File: src/rtl/cpu_pkg.sv
// ---------------------------------------------------------------------------
// cpu_pkg
// Shared definitions for the CPU control path:
//   - state_t       : control sequencer state enumeration
//   - OP_*          : 5-bit ALU / instruction opcodes
//   - IR_*_MSB/LSB  : bit positions of the instruction register fields
//   - ir_* helpers  : field extraction from a 32-bit instruction word
// ---------------------------------------------------------------------------
package cpu_pkg;

    typedef enum logic [3:0] {
        ST_IDLE    = 4'd0,
        ST_T0      = 4'd1,
        ST_T1      = 4'd2,
        ST_T2      = 4'd3,
        ST_T3      = 4'd4,
        ST_T4      = 4'd5,
        ST_T5      = 4'd6,
        ST_T6      = 4'd7,
        ST_ILLEGAL = 4'd8
    } state_t;

    localparam logic [4:0] OP_NONE = 5'b00000;
    localparam logic [4:0] OP_ADD  = 5'b00011;
    localparam logic [4:0] OP_SUB  = 5'b00100;
    localparam logic [4:0] OP_AND  = 5'b00101;
    localparam logic [4:0] OP_OR   = 5'b00110;
    localparam logic [4:0] OP_SHR  = 5'b00111;
    localparam logic [4:0] OP_SHRA = 5'b01000;
    localparam logic [4:0] OP_SHL  = 5'b01001;
    localparam logic [4:0] OP_ROR  = 5'b01010;
    localparam logic [4:0] OP_ROL  = 5'b01011;
    localparam logic [4:0] OP_MUL  = 5'b01111;
    localparam logic [4:0] OP_DIV  = 5'b10000;

    localparam int IR_OPCODE_MSB = 31;
    localparam int IR_OPCODE_LSB = 27;
    localparam int IR_RA_MSB     = 26;
    localparam int IR_RA_LSB     = 23;
    localparam int IR_RB_MSB     = 22;
    localparam int IR_RB_LSB     = 19;
    localparam int IR_RC_MSB     = 18;
    localparam int IR_RC_LSB     = 15;

    function automatic logic [4:0] ir_opcode(input logic [31:0] ir);
        return ir[IR_OPCODE_MSB:IR_OPCODE_LSB];
    endfunction

    function automatic logic [3:0] ir_ra(input logic [31:0] ir);
        return ir[IR_RA_MSB:IR_RA_LSB];
    endfunction

    function automatic logic [3:0] ir_rb(input logic [31:0] ir);
        return ir[IR_RB_MSB:IR_RB_LSB];
    endfunction

    function automatic logic [3:0] ir_rc(input logic [31:0] ir);
        return ir[IR_RC_MSB:IR_RC_LSB];
    endfunction

endpackage

File: src/rtl/opcode_decoder.sv
// ---------------------------------------------------------------------------
// opcode_decoder
// Combinational classification of a 5-bit opcode.
// Ports:
//   opcode     in  [4:0]  instruction opcode
//   is_alu3    out        three-register ALU instruction
//   is_muldiv  out        MUL/DIV (only when CONTROL_SEQUENCER_MULDIV_EN is set)
//   is_illegal out        anything the sequencer cannot execute
// Configuration macro: CONTROL_SEQUENCER_MULDIV_EN
// ---------------------------------------------------------------------------
module opcode_decoder
    import cpu_pkg::*;
(
    input  logic [4:0] opcode,
    output logic       is_alu3,
    output logic       is_muldiv,
    output logic       is_illegal
);

    always_comb begin
        is_alu3   = 1'b0;
        is_muldiv = 1'b0;
        case (opcode)
            OP_ADD, OP_SUB, OP_AND, OP_OR, OP_SHR,
            OP_SHRA, OP_SHL, OP_ROR, OP_ROL: is_alu3 = 1'b1;
`ifdef CONTROL_SEQUENCER_MULDIV_EN
            OP_MUL, OP_DIV:                  is_muldiv = 1'b1;
`endif
            default: ;
        endcase
        // Without MUL/DIV support those opcodes fall through to illegal.
        is_illegal = ~(is_alu3 | is_muldiv);
    end

endmodule

File: src/rtl/control_sequencer.sv
// ---------------------------------------------------------------------------
// control_sequencer
// Multi-cycle control unit: fetch (T0..T2) then execute (T3..T5/T6) one
// instruction per start request. Outputs are decoded from the registered
// state only (plus IR_Data, which is stable from T3 on).
// Ports:
//   clk, reset_n (sync, active-low), start, IR_Data[31:0]
//   bus selects : PC_select, Z_LO_select, Z_HI_select, MDR_select,
//                 rb_select, rc_select
//   loads       : PC_enable, PC_increment_enable, IR_enable, MAR_enable,
//                 MDR_enable, Y_enable, Z_enable, read
//   writes      : ra_enable, hi_enable, lo_enable
//   indices     : ra_idx, rb_idx, rc_idx [3:0]; alu_instruction [4:0]
//   status      : busy, done, illegal
// Configuration macro: CONTROL_SEQUENCER_MULDIV_EN (enables MUL/DIV and T6;
// otherwise MUL/DIV are illegal and hi_enable stays 0).
// ---------------------------------------------------------------------------
module control_sequencer
    import cpu_pkg::*;
(
    input  logic        clk,
    input  logic        reset_n,
    input  logic        start,
    input  logic [31:0] IR_Data,
    output logic        PC_select,
    output logic        Z_LO_select,
    output logic        Z_HI_select,
    output logic        MDR_select,
    output logic        rb_select,
    output logic        rc_select,
    output logic        PC_enable,
    output logic        PC_increment_enable,
    output logic        IR_enable,
    output logic        MAR_enable,
    output logic        MDR_enable,
    output logic        Y_enable,
    output logic        Z_enable,
    output logic        read,
    output logic        ra_enable,
    output logic        hi_enable,
    output logic        lo_enable,
    output logic [3:0]  ra_idx,
    output logic [3:0]  rb_idx,
    output logic [3:0]  rc_idx,
    output logic [4:0]  alu_instruction,
    output logic        busy,
    output logic        done,
    output logic        illegal
);

    state_t     state_reg;
    state_t     state_next;

    logic [4:0] opcode;
    logic [3:0] ra_field;
    logic [3:0] rb_field;
    logic [3:0] rc_field;
    logic       is_alu3;
    logic       is_muldiv;
    logic       is_illegal;
    logic       unused_ir_bits;

    assign opcode         = ir_opcode(IR_Data);
    assign ra_field       = ir_ra(IR_Data);
    assign rb_field       = ir_rb(IR_Data);
    assign rc_field       = ir_rc(IR_Data);
    assign unused_ir_bits = ^IR_Data[14:0];

    opcode_decoder u_opcode_decoder (
        .opcode     (opcode),
        .is_alu3    (is_alu3),
        .is_muldiv  (is_muldiv),
        .is_illegal (is_illegal)
    );

    always_ff @(posedge clk) begin
        if (!reset_n) begin
            state_reg <= ST_IDLE;
        end else begin
            state_reg <= state_next;
        end
    end

    always_comb begin
        state_next          = state_reg;
        PC_select           = 1'b0;
        Z_LO_select         = 1'b0;
        Z_HI_select         = 1'b0;
        MDR_select          = 1'b0;
        rb_select           = 1'b0;
        rc_select           = 1'b0;
        PC_enable           = 1'b0;
        PC_increment_enable = 1'b0;
        IR_enable           = 1'b0;
        MAR_enable          = 1'b0;
        MDR_enable          = 1'b0;
        Y_enable            = 1'b0;
        Z_enable            = 1'b0;
        read                = 1'b0;
        ra_enable           = 1'b0;
        hi_enable           = 1'b0;
        lo_enable           = 1'b0;
        ra_idx              = ra_field;
        rb_idx              = rb_field;
        rc_idx              = rc_field;
        alu_instruction     = OP_NONE;
        busy                = 1'b1;
        done                = 1'b0;
        illegal             = 1'b0;

        case (state_reg)
            ST_IDLE: begin
                busy = 1'b0;
                if (start) begin
                    state_next = ST_T0;
                end
            end
            ST_T0: begin
                PC_select           = 1'b1;
                MAR_enable          = 1'b1;
                PC_increment_enable = 1'b1;
                Z_enable            = 1'b1;
                state_next          = ST_T1;
            end
            ST_T1: begin
                Z_LO_select = 1'b1;
                PC_enable   = 1'b1;
                read        = 1'b1;
                MDR_enable  = 1'b1;
                state_next  = ST_T2;
            end
            ST_T2: begin
                MDR_select = 1'b1;
                IR_enable  = 1'b1;
                state_next = ST_T3;
            end
            ST_T3: begin
                // Illegal opcodes spend T3 with nothing asserted.
                state_next = is_illegal ? ST_ILLEGAL : ST_T4;
                if (is_alu3 || is_muldiv) begin
                    rb_select = 1'b1;
                    Y_enable  = 1'b1;
                end
                // MUL/DIV take the ra register as the first operand.
                if (is_muldiv) begin
                    rb_idx = ra_field;
                end
            end
            ST_T4: begin
                rc_select       = 1'b1;
                Z_enable        = 1'b1;
                alu_instruction = opcode;
                if (is_muldiv) begin
                    rc_idx = rb_field;
                end
                state_next = ST_T5;
            end
            ST_T5: begin
                Z_LO_select = 1'b1;
`ifdef CONTROL_SEQUENCER_MULDIV_EN
                if (is_muldiv) begin
                    lo_enable  = 1'b1;
                    state_next = ST_T6;
                end else begin
                    ra_enable  = 1'b1;
                    done       = 1'b1;
                    state_next = ST_IDLE;
                end
`else
                ra_enable  = 1'b1;
                done       = 1'b1;
                state_next = ST_IDLE;
`endif
            end
`ifdef CONTROL_SEQUENCER_MULDIV_EN
            ST_T6: begin
                Z_HI_select = 1'b1;
                hi_enable   = 1'b1;
                done        = 1'b1;
                state_next  = ST_IDLE;
            end
`endif
            ST_ILLEGAL: begin
                illegal    = 1'b1;
                state_next = ST_IDLE;
            end
            default: begin
                busy       = 1'b0;
                state_next = ST_IDLE;
            end
        endcase
    end

endmodule

File: config.mk
export PLATFORM = sky130hd
export DESIGN_NAME = control_sequencer
export DESIGN_NICKNAME = d
export VERILOG_FILES = /design/src/rtl/cpu_pkg.sv /design/src/rtl/opcode_decoder.sv /design/src/rtl/control_sequencer.sv
export SDC_FILE = /design/constraint.sdc
export NUM_CORES = 1
export LEC_CHECK = 0
export BUFFER_PORTS_ARGS = -buffer_cell sky130_fd_sc_hd__buf_2
export CORE_MARGIN = 4
export CORE_UTILIZATION = 31
export DETAILED_ROUTE_END_ITERATION = 7
export PLACE_DENSITY = 0.81
export SYNTH_ARGS = -nofsm -noshare
export SYNTH_HDL_FRONTEND = slang
export SYNTH_SLANG_ARGS = --single-unit
File: constraint.sdc
create_clock -name clk -period 3.1 [get_ports clk]
set_input_delay 0.62 -clock clk [delete_from_list [all_inputs] [get_ports clk]]
set_output_delay 0.62 -clock clk [all_outputs]
set_load 0.01 [all_outputs]
==> metrics.md <==
| Metric | Value |
|---|---|
| VDD IR max | `0.000174 V` |
| Worst Hold Path Cells | `2` |
| Status | `completed` |
| Clk root buf | `clkbuf_4` |
| Setup violators final | `0` |
| Post-Syn Area per Cell | `7.62 um^2` |
| Syn Std Cell Area | `503 um^2` |
| Most common cell in the netlist | `buf_4` |
| CTS Buf Count | `3` |
| Yosys top cell area share | `0.343` |
| Kind of critical path | `in2out` |
| Crit. End Element | `output pin` |
| CP arrival | `1.51 ns` |
| Fin. max-slew vios | `0` |
| Core Area | `1520 um^2` |
| Worst r2r dst | `state_reg[3]` |
| Hold_buf cts | `0` |
| Final TNS setup | `0 ns` |
| Crit path largest cell delay | `0.26 ns` |
| Worst Path Buf+Inv | `2` |
| NetSw | `57.0 uW` |
| Clock sinks | `4` |
| H-tree Lvls | `1` |
| Synth Instances | `66` |
| First-pass GRT wire length | `1350 um` |
| Nets | `112` |
| Logic pwr share | `0.274` |
| Final ANT Viol Nets | `0` |
| FP Rows | `14` |
| Worst Skew | `0.00508 ns` |
| Initial antenna violation count | `0` |
| Ys async rst share | `0` |
| Count of state elements after synthesis | `4` |
| Max-Cap Viols | `0` |
| IO Pins | `72` |
| Post-CTS sizing | `0` |
| Post-Layout Cell Count | `91` |
| DR WL/cell | `11.5 um` |
| Hold endpoint | `state_reg[2]` |
| Pre-antenna DRT Iters | `2` |
| WP depth | `5` |
| Max reg flops | `4` |
| Internal Power | `121 uW` |
| Via density | `4.70` |
| Die width | `48.3 um` |
| Fraction of layout cells with a size suffix above 1 | `0.480` |
| Top cell by count, worst path | `buf_2` |
| Setup bufs post-CTS | `0` |
| Sw Ratio | `0.321` |
| Min-Delay Startpoint | `state_reg[0]` |
| Pwr per Cell Area | `345 nW/um^2` |
| Critical Path Fanout Max | `3` |
| Cells along the critical path | `buf_2 > a21oi_1 > nand2_1 > nor4_1 > buf_2` |
| Initial core utilization | `0.330` |
| Die H | `48.3 um` |
| Vias in the first global route | `343` |
| Remaining global-route overflow | `0` |
| Slowest-stage cell, CP | `nor4_1` |
| Inst Count DP | `88` |
| HP Class | `reg2reg` |
| Flop pwr share | `0.351` |
| Achievable frequency | `469 MHz` |
| Final WL | `1050 um` |
| Seq/Total Area, Yosys | `0.159` |
| DIE AREA | `2330 um^2` |
| Bufs on Longest Clock Path | `2` |
| Post-route DRC | `0` |
| Final worst-path cycle share | `0.687` |
| DP HPWL | `862 um` |
| Ys flop type | `dfxtp_1` |
| Ant. Diodes | `0` |
| CTS clk-pin slew, worst paths | `0.04 ns` |
| Tmin final | `2.13 ns` |
| Final Util | `0.338` |
| EDFF count, synth | `0` |
| CP Launch Type | `input pin` |
| Hold slack | `0.628 ns` |
| CTS tree | `done` |
| LEAKAGE | `0.000291 uW` |
| Worst skew pair latency | `0.24 ns` |
| Clock power frac | `0.375` |
| Yosys Warn Count | `0` |
| Fin. Hold Viols | `0` |
| FF-to-FF setup slack | `1.92 ns` |
| Largest cells by area after synthesis | `buf_4 (34%), dfxtp_1 (16%), and2_1 (7.5%)` |
| Synth cell types | `27` |
| Largest area contributor in the netlist | `buf_4` |
| CP top delay family | `simple AND/OR/NAND/NOR gates` |
| Port Buffers | `29` |
| Tot Pwr | `178 uW` |
| GRT Total Usage | `0.0942` |
| Initial drt markers | `2` |
| P&R area growth vs syn | `2.49%` |
| WP data required | `2.48 ns` |
| Largest net degree at the start of global routing | `13` |
| Worst R2R Path Depth | `3` |
| Unrepaired setup endpoints after global routing | `false` |
| RR Startpoint | `state_reg[2]` |
| Vias | `428` |
| Synth top cells by count | `buf_4 (23), and2_1 (6), dfxtp_1 (4), nor2_1 (4)` |
| Gpl congestion | `0.660` |
## placed cells by master, fill, tap and decap left out, drive strengths merged, types with 3 or more instances in the layout
master and instances:
buf 29, and2 6, nor2 5, dfxtp 4, nor2b 4, a21oi 3, conb 3, clkbuf 3
nand2b 3
## through the flow
| stage | cell area, um^2 | setup WS (ns) |
|---|---|---|
| final | 515 | 0.970 |
| after global routing | 515 | 0.849 |
| after CTS | 515 | 0.930 |
| after detailed placement | 493 | 0.933 |
| after global placement | 493 | 0.957 |
| after floorplan | 510 | 0.896 |
## routing by layer
metal | vias up | part of all wire | track usage
li1 | 212 | - | -
met3 | 4 | 0.16 | 0.0627
met5 | - | 0 | 0
met1 | 187 | 0.32 | 0.0680
met4 | 0 | 0.032 | 0.113
met2 | 25 | 0.48 | 0.148
## worst register-to-register path: stages (launching register included)
cell,delay [ns]
dfxtp_1,0.50
nand2b_1,0.15
or3_1,0.35
a21oi_1,0.11
## logic make-up (layout without fill, tap and decap cells)
family                 Yosys count  after routing  share of synthesized area
AO/OA/AOI/OAI                    9              9                      0.129
buffers and inverters           25             32                      0.363
flip-flops                       4              4                      0.159
multiplexers                     1              1                     0.0199
other                            1              3                    0.00746
AND/OR/NAND/NOR                 26             26                      0.321
## worst max path at each step
| stage | from | to | slack, ns |
|---|---|---|---|
| after floorplan | IR_Data[29] | rb_select | 0.90 |
| after global placement | IR_Data[29] | Y_enable | 0.96 |
| after detailed placement | IR_Data[29] | Y_enable | 0.93 |
| after CTS | IR_Data[29] | Y_enable | 0.93 |
| after global routing | IR_Data[29] | rb_select | 0.85 |
| final | IR_Data[29] | Y_enable | 0.97 |
## power by group through the flow
| stage | logic [uW] | registers (uW) | clock network, uW |
|---|---|---|---|
| 2_1_floorplan | 62.4 | 56.3 | 0 |
| 3_3_place_gp | 48.1 | 62.9 | 0 |
| 3_5_place_dp | 49.2 | 63.0 | 0 |
| 4_1_cts | 49.2 | 62.2 | 70.5 |
| 5_1_grt | 54.5 | 63.4 | 73.6 |
| 6_report | 48.7 | 62.4 | 66.6 |
## area by class of cell
type	instances	area (um^2)
clock buffers	3	22.5
fillers	181	1010
multi-input cells	39	248
flip-flops and latches	4	80.1
well taps	16	20.0
repair buffers	29	145
(Power assumes the default switching activity.)
